### config.mk
export PLATFORM = sky130hd
export DESIGN_NAME = branch_resolve_unit
export DESIGN_NICKNAME = d
export VERILOG_FILES = /design/src/rtl/branch_resolve_unit.sv
export SDC_FILE = /design/constraint.sdc
export NUM_CORES = 1
export LEC_CHECK = 0
export ABC_AREA = 1
export BUFFER_PORTS_ARGS = -buffer_cell sky130_fd_sc_hd__buf_4
export CAP_MARGIN = 0
export CORE_MARGIN = 4
export CORE_UTILIZATION = 44
export DETAILED_ROUTE_END_ITERATION = 10
export PLACE_DENSITY_LB_ADDON = 0.2
export SLEW_MARGIN = 20
export SYNTH_ARGS = -nofsm -noshare
export SYNTH_HDL_FRONTEND = slang
export SYNTH_SLANG_ARGS = --single-unit
### constraint.sdc
create_clock -name clk -period 1.8 [get_ports clk]
set_input_delay 0.18 -clock clk [delete_from_list [all_inputs] [get_ports clk]]
set_output_delay 0.18 -clock clk [all_outputs]
set_load 0.01 [all_outputs]
### src/rtl/branch_resolve_unit.sv
// Branch resolve unit: evaluates RISC-V branch conditions, flags mispredictions, keeps branch statistics.
// Latency: STAGES cycles (1 or 2) from input transfer to out_valid.
// Backpressure: the whole pipeline holds while out_valid && !out_ready; flush drops all in-flight work.
module branch_resolve_unit #(
    parameter int WIDTH     = 32,
    parameter int STAGES    = 1,
    parameter int CNT_WIDTH = 16
) (
    input  logic                 clk,
    input  logic                 reset,
    input  logic                 in_valid,
    output logic                 in_ready,
    input  logic [WIDTH-1:0]     a,
    input  logic [WIDTH-1:0]     b,
    input  logic [2:0]           cond,
    input  logic                 pred_taken,
    input  logic                 flush,
    input  logic                 clr_stats,
    output logic                 out_valid,
    input  logic                 out_ready,
    output logic                 taken,
    output logic                 mispredict,
    output logic                 illegal,
    output logic [CNT_WIDTH-1:0] branch_count,
    output logic [CNT_WIDTH-1:0] mispredict_count
);

    logic                 w_enable;
    logic                 w_in_xfer;
    logic                 w_out_xfer;
    logic                 w_ev_valid;
    logic [WIDTH-1:0]     w_ev_a;
    logic [WIDTH-1:0]     w_ev_b;
    logic [2:0]           w_ev_cond;
    logic                 w_ev_pred;
    logic                 w_taken;
    logic                 w_illegal;
    logic                 w_mispredict;
    logic                 r_out_valid;
    logic                 r_taken;
    logic                 r_mispredict;
    logic                 r_illegal;
    logic [CNT_WIDTH-1:0] r_branch_count;
    logic [CNT_WIDTH-1:0] r_mispredict_count;

    // A single advance enable moves every stage together, so a stalled output freezes the pipe.
    assign w_enable   = !r_out_valid || out_ready;
    assign in_ready   = !reset && w_enable && !flush;
    assign w_in_xfer  = in_valid && in_ready;
    assign w_out_xfer = r_out_valid && out_ready;

    generate
        if (STAGES == 2) begin : g_two
            logic             r_s1_valid;
            logic [WIDTH-1:0] r_s1_a;
            logic [WIDTH-1:0] r_s1_b;
            logic [2:0]       r_s1_cond;
            logic             r_s1_pred;

            // Operand stage: capture the request on advance; flush empties it
            always_ff @(posedge clk) begin
                if (reset) begin
                    r_s1_valid <= 1'b0;
                end else if (flush) begin
                    r_s1_valid <= 1'b0;
                end else if (w_enable) begin
                    r_s1_valid <= w_in_xfer;
                    r_s1_a     <= a;
                    r_s1_b     <= b;
                    r_s1_cond  <= cond;
                    r_s1_pred  <= pred_taken;
                end
            end

            assign w_ev_valid = r_s1_valid;
            assign w_ev_a     = r_s1_a;
            assign w_ev_b     = r_s1_b;
            assign w_ev_cond  = r_s1_cond;
            assign w_ev_pred  = r_s1_pred;
        end else begin : g_one
            assign w_ev_valid = w_in_xfer;
            assign w_ev_a     = a;
            assign w_ev_b     = b;
            assign w_ev_cond  = cond;
            assign w_ev_pred  = pred_taken;
        end
    endgenerate

    // Condition evaluation over the full operand width; reserved funct3 codes are flagged illegal
    always_comb begin
        w_taken   = 1'b0;
        w_illegal = 1'b0;
        case (w_ev_cond)
            3'b000:  w_taken = (w_ev_a == w_ev_b);
            3'b001:  w_taken = (w_ev_a != w_ev_b);
            3'b100:  w_taken = ($signed(w_ev_a) <  $signed(w_ev_b));
            3'b101:  w_taken = ($signed(w_ev_a) >= $signed(w_ev_b));
            3'b110:  w_taken = (w_ev_a <  w_ev_b);
            3'b111:  w_taken = (w_ev_a >= w_ev_b);
            default: w_illegal = 1'b1;
        endcase
        w_mispredict = !w_illegal && (w_taken ^ w_ev_pred);
    end

    // Result stage: fields load only with a new valid result so they stay stable under stall
    always_ff @(posedge clk) begin
        if (reset) begin
            r_out_valid  <= 1'b0;
            r_taken      <= 1'b0;
            r_mispredict <= 1'b0;
            r_illegal    <= 1'b0;
        end else begin
            if (flush) begin
                r_out_valid <= 1'b0;
            end else if (w_enable) begin
                r_out_valid <= w_ev_valid;
            end
            if (w_enable && w_ev_valid && !flush) begin
                r_taken      <= w_taken;
                r_mispredict <= w_mispredict;
                r_illegal    <= w_illegal;
            end
        end
    end

    // Statistics: count legal delivered results, saturating; clear beats a same-cycle increment
    always_ff @(posedge clk) begin
        if (reset || clr_stats) begin
            r_branch_count     <= '0;
            r_mispredict_count <= '0;
        end else if (w_out_xfer && !r_illegal) begin
            if (r_branch_count != '1) begin
                r_branch_count <= r_branch_count + CNT_WIDTH'(1);
            end
            if (r_mispredict && (r_mispredict_count != '1)) begin
                r_mispredict_count <= r_mispredict_count + CNT_WIDTH'(1);
            end
        end
    end

    assign out_valid        = r_out_valid;
    assign taken            = r_taken;
    assign mispredict       = r_mispredict;
    assign illegal          = r_illegal;
    assign branch_count     = r_branch_count;
    assign mispredict_count = r_mispredict_count;

endmodule

* Word level (Yosys, flattened, before mapping)
Index checks and enable logic that the tools add are counted.
Cells by class: multiplexer cells 2, equal/unequal tests 9, $add $sub $neg 2, magnitude comparators 4, reduce and logical (&&, ||, !) cells 20, bitwise gates (word level) 1
Operator list (count):
- 32-bit greater-or-equal comparator | 2
- 32-bit less-than comparator | 2
- 16-bit by 1-bit adder with 16-bit output, second input constant | 2
- 32-bit == test | 1
- 16-bit != test, second input constant | 2
- 32-bit != test | 1
- 3-bit == test, second input constant | 4
- 1-bit logical AND | 9
- 1-bit case mux with 6 select lines | 1
- 6-bit OR reduction | 1
- 1-bit zero test | 4
- 2-bit AND reduction | 2
- 3-bit by 1-bit == test with 1-bit output, second input constant | 1
- 3-bit zero test | 1
- 1-bit logical OR | 2
- 2-bit OR reduction | 1
- 1-bit two-way mux | 1
- 1-bit bitwise XOR | 1
Word-level totals: bits of input ports 74, output and inout port bits 37, register bits after elaboration 36, logic and storage cells 44

* Longest topological paths before layout
Gate-level depths: netlist of the first run.
depth after elaboration 7, depth in mapped cells 18

* Worst setup path before layout of the first run
OpenSTA, ideal clock, no wires.
path type register to register, start register r_branch_count[0], in the netlist branch_count[0], end register r_branch_count[13], in the netlist branch_count[13], cell stages (with the launch flop) 15, data arrival time 1663 ps, setup slack 6 ps, clock period less this slack 1794 ps, path buffers 0, cells stage by stage dfxtp_1 > ha_1 > nand3_1 > nor2_1 > nand3_2 > nand2_4 > nor2_4 > nand2_4 > nor2_4 > and3_4 > nand2_2 > nor2_4 > nand2_2 > nor2_1 > nor3b_2
On the way: longest elaborated chain between the ends 2, elaborated cells on any way between the ends 3, those cells by class 1 x add/sub; 1 x eq/ne; 1 x reduce/logical
Ends and longest elaborated chain:
- start: declaration | line 43 | logic [CNT_WIDTH-1:0] r_branch_count;
- start signal: assignment | line 133 | r_branch_count <= r_branch_count + CNT_WIDTH'(1);
- parallel branches: the longest is 2 deep, another holds 16-bit by 1-bit adder with 16-bit output
Several ways; the timed one is not identified. A chain may end at the register's enable or synchronous reset.

* Worst setup path in the final report of the first run
start register r_branch_count[1], in the netlist branch_count[1], end register r_branch_count[13], in the netlist branch_count[13]
Same word-level chain as after synthesis.

==> impl_metrics.py, run 1 <==
metrics = {
    "status": {
        "status": "finished, final reports clean",
    },
    "hold_path": {
        "holdPathEnd": "mispredict",
        "hp-start": "reset",
        "hold_path_class": "in2reg",
        "hold_depth": 2,
    },
    "synth": {
        "avgSynthCellArea_sq_um": 6.73,
        "synth_seq_area_share_pct": 26.4,
        "syn_nets": 514,
        "ys_warn_count": 0,
        "synth_cell_types": 30,
        "synth_edf_count": 0,
        "ys_ff_latch": 36,
        "syn-cell-area_sq_um": 2730,
        "ys_async_sr_fraction_pct": 0,
        "synth_flop_cell": "dfxtp_1",
        "syn_inst": 406,
    },
    "setup_path": {
        "slowest_stage": "dfxtp_2",
        "crit_path_start_kind": "register",
        "crit_chain": "ha_4, nand3_2, nor2_2, nand3_2, nand2_4, nor2_4, nand2_4, nor2_4, and3_4, nand2_4, nor2_4, nand2_2, nor2_2, nor3b_2",
        "crit_buf_inv": 0,
        "critPathMaxFanout": 3,
        "r2r-start": "branch_count[1]",
        "ff2ff_setup_slack_ns": 0.08,
        "crit_type": "reg2reg",
        "end_kind": "register",
        "crit_required_ns": 1.98,
        "max_stage_delay_ns": 0.34,
        "cp.arrival_ns": 1.90,
        "r2r_cells": 14,
        "r2r-end": "branch_count[13]",
        "critical_path.top_delay_family": "simple AND/OR/NAND/NOR gates",
    },
    "drt": {
        "ant_nets": 0,
        "routed_wl_microns": 7130,
        "drc": 0,
        "viasPerCell": 4.90,
        "drt_pass1_iterations": 4,
        "wl_per_cell_microns": 11.5,
        "via_count": 3040,
        "drtIter0Drc": 95,
    },
    "pwr": {
        "power.density_nw_per_um2": 447,
        "total_leakage_power_nw": 2.04,
        "irDropWorstVdd_uv": 357,
    },
    "placement": {
        "dp_hpwl_microns": 5790,
        "gp_congestion": 0.849,
        "io_buffer_count": 110,
        "placedCellCount": 602,
    },
    "timing": {
        "slew_headroom_pct": 79.6,
        "period_needed_ns": 1.72,
        "skew_ns": 0.00383,
        "post-route-period-util_pct": 95.8,
        "setup-violations-final": 0,
        "hold_viol_final": 0,
        "rsz0062_at_grt": "yes",
        "clock.fmax_ghz": 0.580,
        "drv_slew": 0,
        "tns_ns": 0,
        "worst-slew-pin-transition_ns": 0.303,
    },
    "die": {
        "dieArea_sq_um": 7530,
        "die_h_microns": 86.8,
        "ioPinCount": 111,
        "fp.coreArea_sq_um": 5960,
        "rows": 28,
        "die_width_microns": 86.8,
        "start_util_pct": 45.9,
    },
    "clocking": {
        "clock-sinks": 36,
        "clock_path_buffers": 2,
        "cts_tree": "yes",
        "htree_levels": 2,
        "clock_latency_ns": 0.28,
        "clk_pin_slew_worst_paths_ns": 0.07,
        "cts-buffers-inserted": 5,
        "postCtsHoldBufs": 0,
        "cts_root_buf": "clkbuf_8",
    },
    "final_layout": {
        "syn_to_final_growth_pct": 47.1,
        "final_common_cell": "buf_4",
        "final_nets": 652,
        "drive_above_1_share_pct": 35.8,
        "fin_util_pct": 67.5,
        "layout.cells.non_filler": 620,
        "layout_common_cells": "133 x buf_4, 74 x inv_1, 68 x nand2_1, 34 x a21oi_1, 32 x nor2_1",
        "n_antenna_cell": 0,
    },
    "grt": {
        "grt_pass1_vias": 2877,
        "grt_pass1_wl_microns": 11700,
        "grt-ovfl-total": 0,
        "grt_use_total_pct": 18.8,
        "antenna_found_initial": 0,
        "grt_max_degree": 16,
    },
    "run": {
        "drv_cap": 0,
    },
}
[cell usage after synthesis, types with 2 or more instances]
cell type  count  area, sq um
inv_1         74          278
nand2_1       71          267
nor2_1        38          143
dfxtp_1       36          721
a21oi_1       35          175
ha_1          34          425
nand3_1       22          110
nor3_1        14         70.1
o21ai_0       13         65.1
inv_2         11         41.3
o21a_1         8         60.1
a211oi_1       6         45.0
nand2_2        6         37.5
nand4_1        6         37.5
nor2_4         5         56.3
o21ai_1        5         25.0
nor3b_1        4         30.0
nor4_1         3         18.8
clkbuf_1       2         7.51
nand2_4        2         22.5
nand3_2        2         20.0
[cell type report]
type,count,area (sq um)
fill,527,1940
multi-input combinational,282,1790
timing repair buffer,133,998
sequential,36,727
inverter,86,323
tap,75,93.8
clock buffer,8,90.1
[power by group]
part / switching (mW) / internal [mW] / leakage (nW)
Combinational: 0.185 / 0.214 / 1.70
Clock: 0.280 / 0.312 / 0.0455
Sequential: 0.00377 / 0.801 / 0.293
Total: 0.469 / 1.33 / 2.04
[routing by layer]
metal  global-route usage (%)  part of all wire, %
met1                     21.6                   42
met2                     34.9                   51
met3                     3.71                  5.6
met4                     4.96                 0.91
met5                        0                    0
[stage by stage]
step / hold WS (ns) / setup slack, ns / area [sq um] / power, mW
2_1_floorplan: 0.249 / 0.00564 / 2730 / 1.03
3_3_place_gp: 0.389 / -0.0628 / 3740 / 1.20
3_5_place_dp: 0.395 / -0.145 / 3740 / 1.22
4_1_cts: 0.0889 / -0.00886 / 3910 / 1.81
5_1_grt: 0.0945 / -0.0901 / 4020 / 1.92
6_report: 0.0932 / 0.0758 / 4020 / 1.80
[how the worst max path moves through the flow]
stage                     from  slack (ns)  cells past startpoint                to
2_1_floorplan  branch_count[0]       0.006                     14  branch_count[13]
3_3_place_gp              a[7]       -0.06                     17        mispredict
3_5_place_dp              a[7]       -0.14                     16        mispredict
4_1_cts        branch_count[1]      -0.009                     14  branch_count[15]
5_1_grt        branch_count[1]       -0.09                     14  branch_count[13]
6_report       branch_count[1]        0.08                     14  branch_count[13]
[registers in the layout (all words and copies together), names as in the netlist]
register          count
mispredict            1
branch_count         16
mispredict_count     16
out_valid             1
taken                 1
illegal               1
[kinds of logic (layout without fill, tap and decap cells)]
logic type	after synthesis	count (layout)	synth area share, %
and+or+nand+nor	178	178	31.4
adders and majority gates	34	34	15.6
DFF	36	36	26.4
buffers and inverters	88	227	12.1
AOI/OAI and AO/OA	70	70	14.5
[timing repair]
action	CTS	global route
resized for setup	8	21
pin swaps	9	13
endpoints found under the setup margin	2	11
setup buffers	6	4
No activity file was read; power rests on OpenSTA's default activity.
==> run 2, diff against run 1 <==
--- a/config.mk
+++ b/config.mk
@@ -12,6 +12,7 @@
 export CORE_UTILIZATION = 44
 export DETAILED_ROUTE_END_ITERATION = 10
 export PLACE_DENSITY_LB_ADDON = 0.2
+export RECOVER_POWER = 25
 export SLEW_MARGIN = 20
 export SYNTH_ARGS = -nofsm -noshare
 export SYNTH_HDL_FRONTEND = slang
==> run 2 against run 1 <==
First-iteration DRC count shrank 11%; die area is the same; critical path depth is the same; critical endpoint unchanged; wire length is essentially flat; sequential power is essentially flat; core utilization shrank 0.67 points; sequential cell count is the same; worst hold slack is essentially flat; sequential share of layout area grew 0.12 points; via count is essentially flat; highest routed layer unchanged.
==> impl_metrics.py, run 2 (synthesis gave the netlist of run 1 again) <==
metrics = {
    "die": {
        "ioPinCount": 111,
        "start_util_pct": 45.9,
        "die_h_microns": 86.8,
        "fp.coreArea_sq_um": 5960,
        "dieArea_sq_um": 7530,
        "rows": 28,
        "die_width_microns": 86.8,
    },
    "final_layout": {
        "n_antenna_cell": 0,
        "fin_util_pct": 66.8,
        "layout_common_cells": "123 x buf_4, 74 x inv_1, 68 x nand2_1, 34 x a21oi_1, 33 x dfxtp_1",
        "layout.cells.non_filler": 620,
        "drive_above_1_share_pct": 33.6,
        "fill_cells": 537,
        "syn_to_final_growth_pct": 45.7,
        "final_nets": 652,
        "final_common_cell": "buf_4",
    },
    "timing": {
        "post-route-period-util_pct": 95.8,
        "period_needed_ns": 1.72,
        "skew_ns": 0.00419,
        "slew_headroom_pct": 79.6,
        "setup-violations-final": 0,
        "rsz0062_at_grt": "yes",
        "worst-slew-pin-transition_ns": 0.304,
        "setup_slack_ns": 0.0752,
        "drv_slew": 0,
        "hold_viol_final": 0,
        "clock.fmax_ghz": 0.580,
        "tns_ns": 0,
    },
    "grt": {
        "antenna_found_initial": 0,
        "grt_pass1_wl_microns": 11700,
        "grt_use_total_pct": 18.8,
        "grt-ovfl-total": 0,
        "grt_pass1_vias": 2877,
        "grt_max_degree": 16,
    },
    "placement": {
        "placedCellCount": 602,
        "dp_hpwl_microns": 5790,
        "io_buffer_count": 110,
        "gp_congestion": 0.849,
        "pre_cts_ws_ns": -0.145,
    },
    "clocking": {
        "cts_root_buf": "clkbuf_8",
        "cts_tree": "yes",
        "htree_levels": 2,
        "clock-sinks": 36,
        "clock_path_buffers": 2,
        "clk_pin_slew_worst_paths_ns": 0.07,
        "cts-buffers-inserted": 5,
        "clock_latency_ns": 0.28,
    },
    "pwr": {
        "p_clk_share_pct": 33.0,
        "p_int_mw": 1.33,
        "irDropWorstVdd_uv": 356,
        "p_switching_mw": 0.468,
        "p_total_mw": 1.79,
        "p_sw_share_pct": 26.1,
        "total_leakage_power_nw": 1.99,
        "pwr-share-comb_pct": 22.1,
        "power_frac_seq_pct": 44.9,
        "power.density_nw_per_um2": 451,
    },
    "drt": {
        "drtIter0Drc": 85,
        "drt_pass1_iterations": 4,
        "ant_nets": 0,
        "viasPerCell": 4.90,
        "drc": 0,
        "via_count": 3037,
        "routed_wl_microns": 7140,
        "wl_per_cell_microns": 11.5,
    },
    "run": {
        "drv_cap": 0,
    },
    "setup_path": {
        "crit_required_ns": 1.98,
        "crit_path_start_kind": "register",
        "cp.arrival_ns": 1.90,
        "crit_type": "reg2reg",
        "end_kind": "register",
        "critPathMaxFanout": 3,
    },
    "status": {
        "status": "finished, final reports clean",
    },
    "hold_path": {
        "hold_path_class": "in2reg",
    },
}
run 2: cell count changes in the layout (fill, tap and decap cells not counted), sizes merged:
cell / delta
buf: -10
clkbuf: +10
run 2: what timing repair did:
action                     CTS  global route
pin swaps                    9            13
hold buffers                 0             0
buffers inserted             6             4
setup endpoints to repair    2            11
hold endpoints to repair     0             0
gates resized for setup      8            21
run 2: area by class of cell:
| type | count | area [sq um] | area share, % |
|---|---|---|---|
| inverters | 86 | 323 | 8.11 |
| repair buffers | 133 | 961 | 24.2 |
| multi-input cells | 282 | 1790 | 44.9 |
| clock buffers | 8 | 90.1 | 2.26 |
| well taps | 75 | 93.8 | 2.36 |
| flip-flops and latches | 36 | 724 | 18.2 |
run 2: path summary, 6_finish.rpt:
check | startpoint | endpoint | slack, ns | cells past startpoint
worst max-delay path | branch_count[1] | branch_count[13] | 0.08 | 14
worst min-delay path | reset | mispredict | 0.09 | 2
worst max register to register | branch_count[1] | branch_count[13] | 0.08 | 14
worst min register to register | illegal | illegal | 0.48 | 2
run 2: through the flow:
| step | cell area, sq um | hold WS [ns] |
|---|---|---|
| 2_1_floorplan | 2730 | 0.249 |
| 3_3_place_gp | 3740 | 0.389 |
| 3_5_place_dp | 3740 | 0.395 |
| 4_1_cts | 3910 | 0.0889 |
| 5_1_grt | 3980 | 0.0945 |
| 6_report | 3980 | 0.0934 |
run 2: critical path: stages, from the launching register on:
cell and delay, ns:
dfxtp_2 0.34, ha_4 0.16, nand3_2 0.07, nor2_2 0.04
nand3_2 0.07, nand2_4 0.06, nor2_4 0.12, nand2_4 0.07
nor2_4 0.08, and3_4 0.20, nand2_4 0.05, nor2_4 0.11
nand2_2 0.09, nor2_2 0.10, nor3b_2 0.05
run 2: routing by layer:
| metal | share of wire [%] | track usage (%) |
|---|---|---|
| met1 | 43 | 21.6 |
| met5 | 0 | 0 |
| met4 | 0.91 | 4.96 |
| met2 | 51 | 34.9 |
| met3 | 5.6 | 3.71 |
run 2: power groups by stage:
| stage | logic, mW | clock network [mW] | registers, mW |
|---|---|---|---|
| floorplan | 0.202 | 0 | 0.824 |
| global placement | 0.380 | 0 | 0.822 |
| detailed placement | 0.395 | 0 | 0.823 |
| CTS | 0.397 | 0.612 | 0.805 |
| global route | 0.458 | 0.652 | 0.805 |
| finish | 0.397 | 0.592 | 0.805 |
==> run 3, diff against run 2 <==
--- a/config.mk
+++ b/config.mk
@@ -9,7 +9,8 @@
 export BUFFER_PORTS_ARGS = -buffer_cell sky130_fd_sc_hd__buf_4
 export CAP_MARGIN = 0
 export CORE_MARGIN = 4
-export CORE_UTILIZATION = 44
+export CORE_UTILIZATION = 45
+export CTS_BUF_LIST = sky130_fd_sc_hd__clkbuf_4
 export DETAILED_ROUTE_END_ITERATION = 10
 export PLACE_DENSITY_LB_ADDON = 0.2
 export RECOVER_POWER = 25
==> run 3 against run 2 <==
First-iteration DRC count grew 20%; wire length decreased by 0.99%; maximum frequency shrank 1.4%; total power down 10%; setup slack lost 0.024 ns; count of clock-buffer cells in the layout shrank 3; die area shrank 2.0%; clock skew is 0.0075 ns higher; sequential share of layout area grew 0.51 points; cell area shrank 1.9%; core utilization is 0.87 points lower; critical path type unchanged; largest cell class unchanged.
==> impl_metrics.py, run 3 (synthesis gave the netlist of run 1 again) <==
metrics = {
    "drt": {
        "wl_per_cell_microns": 11.5,
        "routed_wl_microns": 7070,
        "drtIter0Drc": 102,
        "via_count": 2969,
        "viasPerCell": 4.83,
        "drt_pass1_iterations": 4,
        "drc": 0,
        "ant_nets": 0,
    },
    "pwr": {
        "total_leakage_power_nw": 1.95,
        "power.density_nw_per_um2": 413,
        "p_total_mw": 1.61,
        "p_int_mw": 1.15,
        "p_sw_share_pct": 28.6,
        "p_switching_mw": 0.461,
        "irDropWorstVdd_uv": 256,
        "pwr-share-comb_pct": 24.1,
        "p_clk_share_pct": 26.1,
        "power_frac_seq_pct": 49.9,
    },
    "placement": {
        "gp_congestion": 0.840,
        "placedCellCount": 601,
        "pre_cts_ws_ns": -0.133,
        "io_buffer_count": 110,
        "placed_cell_area_sq_um": 3730,
        "dp_hpwl_microns": 5760,
    },
    "status": {
        "status": "finished, final reports clean",
    },
    "die": {
        "rows": 28,
        "start_util_pct": 46.1,
        "ioPinCount": 111,
        "dieArea_sq_um": 7380,
        "fp.coreArea_sq_um": 5920,
        "die_h_microns": 85.9,
        "die_width_microns": 85.9,
    },
    "setup_path": {
        "max_stage_delay_ns": 0.36,
        "crit_type": "reg2reg",
        "critPathMaxFanout": 3,
        "slowest_stage": "dfxtp_2",
        "crit_path_start_kind": "register",
        "crit_chain": "ha_4, nand3_2, nor2_2, nand3_2, nand2_4, nor2_4, nand2_4, nor2_4, and3_4, nand2_4, nor2_4, nand2_2, nand2_1, nor3b_2",
        "cp.arrival_ns": 2.02,
        "r2r-start": "branch_count[1]",
        "end_kind": "register",
        "crit_required_ns": 2.07,
        "crit_path_start": "branch_count[1]",
    },
    "clocking": {
        "cts_root_buf": "clkbuf_4",
        "clock_path_buffers": 2,
        "clk_pin_slew_worst_paths_ns": 0.12,
        "htree_levels": 2,
        "clock_latency_ns": 0.34,
        "cts_tree": "yes",
        "cts-buffers-inserted": 5,
        "clock-sinks": 36,
    },
    "timing": {
        "tns_ns": 0,
        "hold_viol_final": 0,
        "skew_ns": 0.0116,
        "period_needed_ns": 1.75,
        "worst-slew-pin-transition_ns": 0.324,
        "clock.fmax_ghz": 0.572,
        "post-route-period-util_pct": 97.2,
        "rsz0062_at_grt": "yes",
        "slew_headroom_pct": 78.2,
        "setup_slack_ns": 0.0510,
        "drv_slew": 0,
        "setup-violations-final": 0,
        "timing.hold.ws_ns": 0.0369,
    },
    "run": {
        "drv_cap": 0,
    },
    "final_layout": {
        "syn_to_final_growth_pct": 42.9,
        "final_nets": 647,
        "layout_common_cells": "124 x buf_4, 74 x inv_1, 71 x nand2_1, 35 x nor2_1, 35 x a21oi_1",
        "fin_util_pct": 65.9,
        "fin_area_sq_um": 3900,
        "layout.cells.non_filler": 615,
        "final_common_cell": "buf_4",
        "n_antenna_cell": 0,
        "drive_above_1_share_pct": 33.9,
    },
    "grt": {
        "antenna_found_initial": 0,
        "grt_pass1_vias": 2855,
        "grt_max_degree": 18,
        "grt-ovfl-total": 0,
        "grt_use_total_pct": 19.4,
        "grt_pass1_wl_microns": 11900,
    },
    "hold_path": {
        "hold_path_class": "in2reg",
        "hp-start": "reset",
    },
}
[run 3: cell count changes in the layout (fill, tap and decap cells not counted), moves of 2 or more]
cell      delta
nand2_2      -2
nand2_1      +3
clkbuf_4     +5
nor2_2       -3
dfxtp_2      +5
clkinv_2     +2
dfxtp_1      -5
nor2_1       +3
clkbuf_8     -6
clkbuf_1     -8
[run 3: power groups by stage]
stage / combinational [mW] / clock [mW] / sequential (mW)
global placement: 0.380 / 0 / 0.822
CTS: 0.394 / 0.442 / 0.805
global route: 0.452 / 0.467 / 0.805
floorplan: 0.202 / 0 / 0.824
detailed placement: 0.392 / 0 / 0.822
finish: 0.388 / 0.421 / 0.804
[run 3: layer usage]
layer	up-vias	share of wire, %	global-route usage, %
met5	-	0	0
met4	0	1.3	5.04
met3	10	6.5	4.23
met2	88	48	33.8
met1	1283	44	24.2
li1	1588	-	-
[run 3: worst paths after layout]
| check | endpoint | slack, ns | cells past startpoint |
|---|---|---|---|
| setup / recovery | branch_count[13] | 0.05 | 14 |
| hold / removal | mispredict | 0.04 | 2 |
| setup reg to reg | branch_count[13] | 0.05 | 14 |
| hold reg to reg | illegal | 0.49 | 2 |
[run 3: layout make-up]
| class | count | area (sq um) |
|---|---|---|
| clock inverters | 3 | 13.8 |
| multi-input cells | 282 | 1760 |
| repair buffers | 128 | 946 |
| inverters | 86 | 325 |
| flip-flops and latches | 36 | 731 |
| clock buffers | 5 | 37.5 |
| well taps | 75 | 93.8 |
| fillers | 530 | 2020 |
[run 3: repair_timing]
action / 4_1_cts / 5_1_grt
pin swaps: 6 / 7
setup buffers: 1 / 5
endpoints found under the hold margin: 0 / 0
setup endpoints to repair: 3 / 8
resized for setup: 9 / 17
hold buffers: 0 / 0
[run 3: critical path: cells and delay by family, from the launching register on]
family,cells,cell delay [ns]
flip-flops,1,0.36
adder cells (fa/ha/maj),1,0.16
AND/OR/NAND/NOR,13,1.15
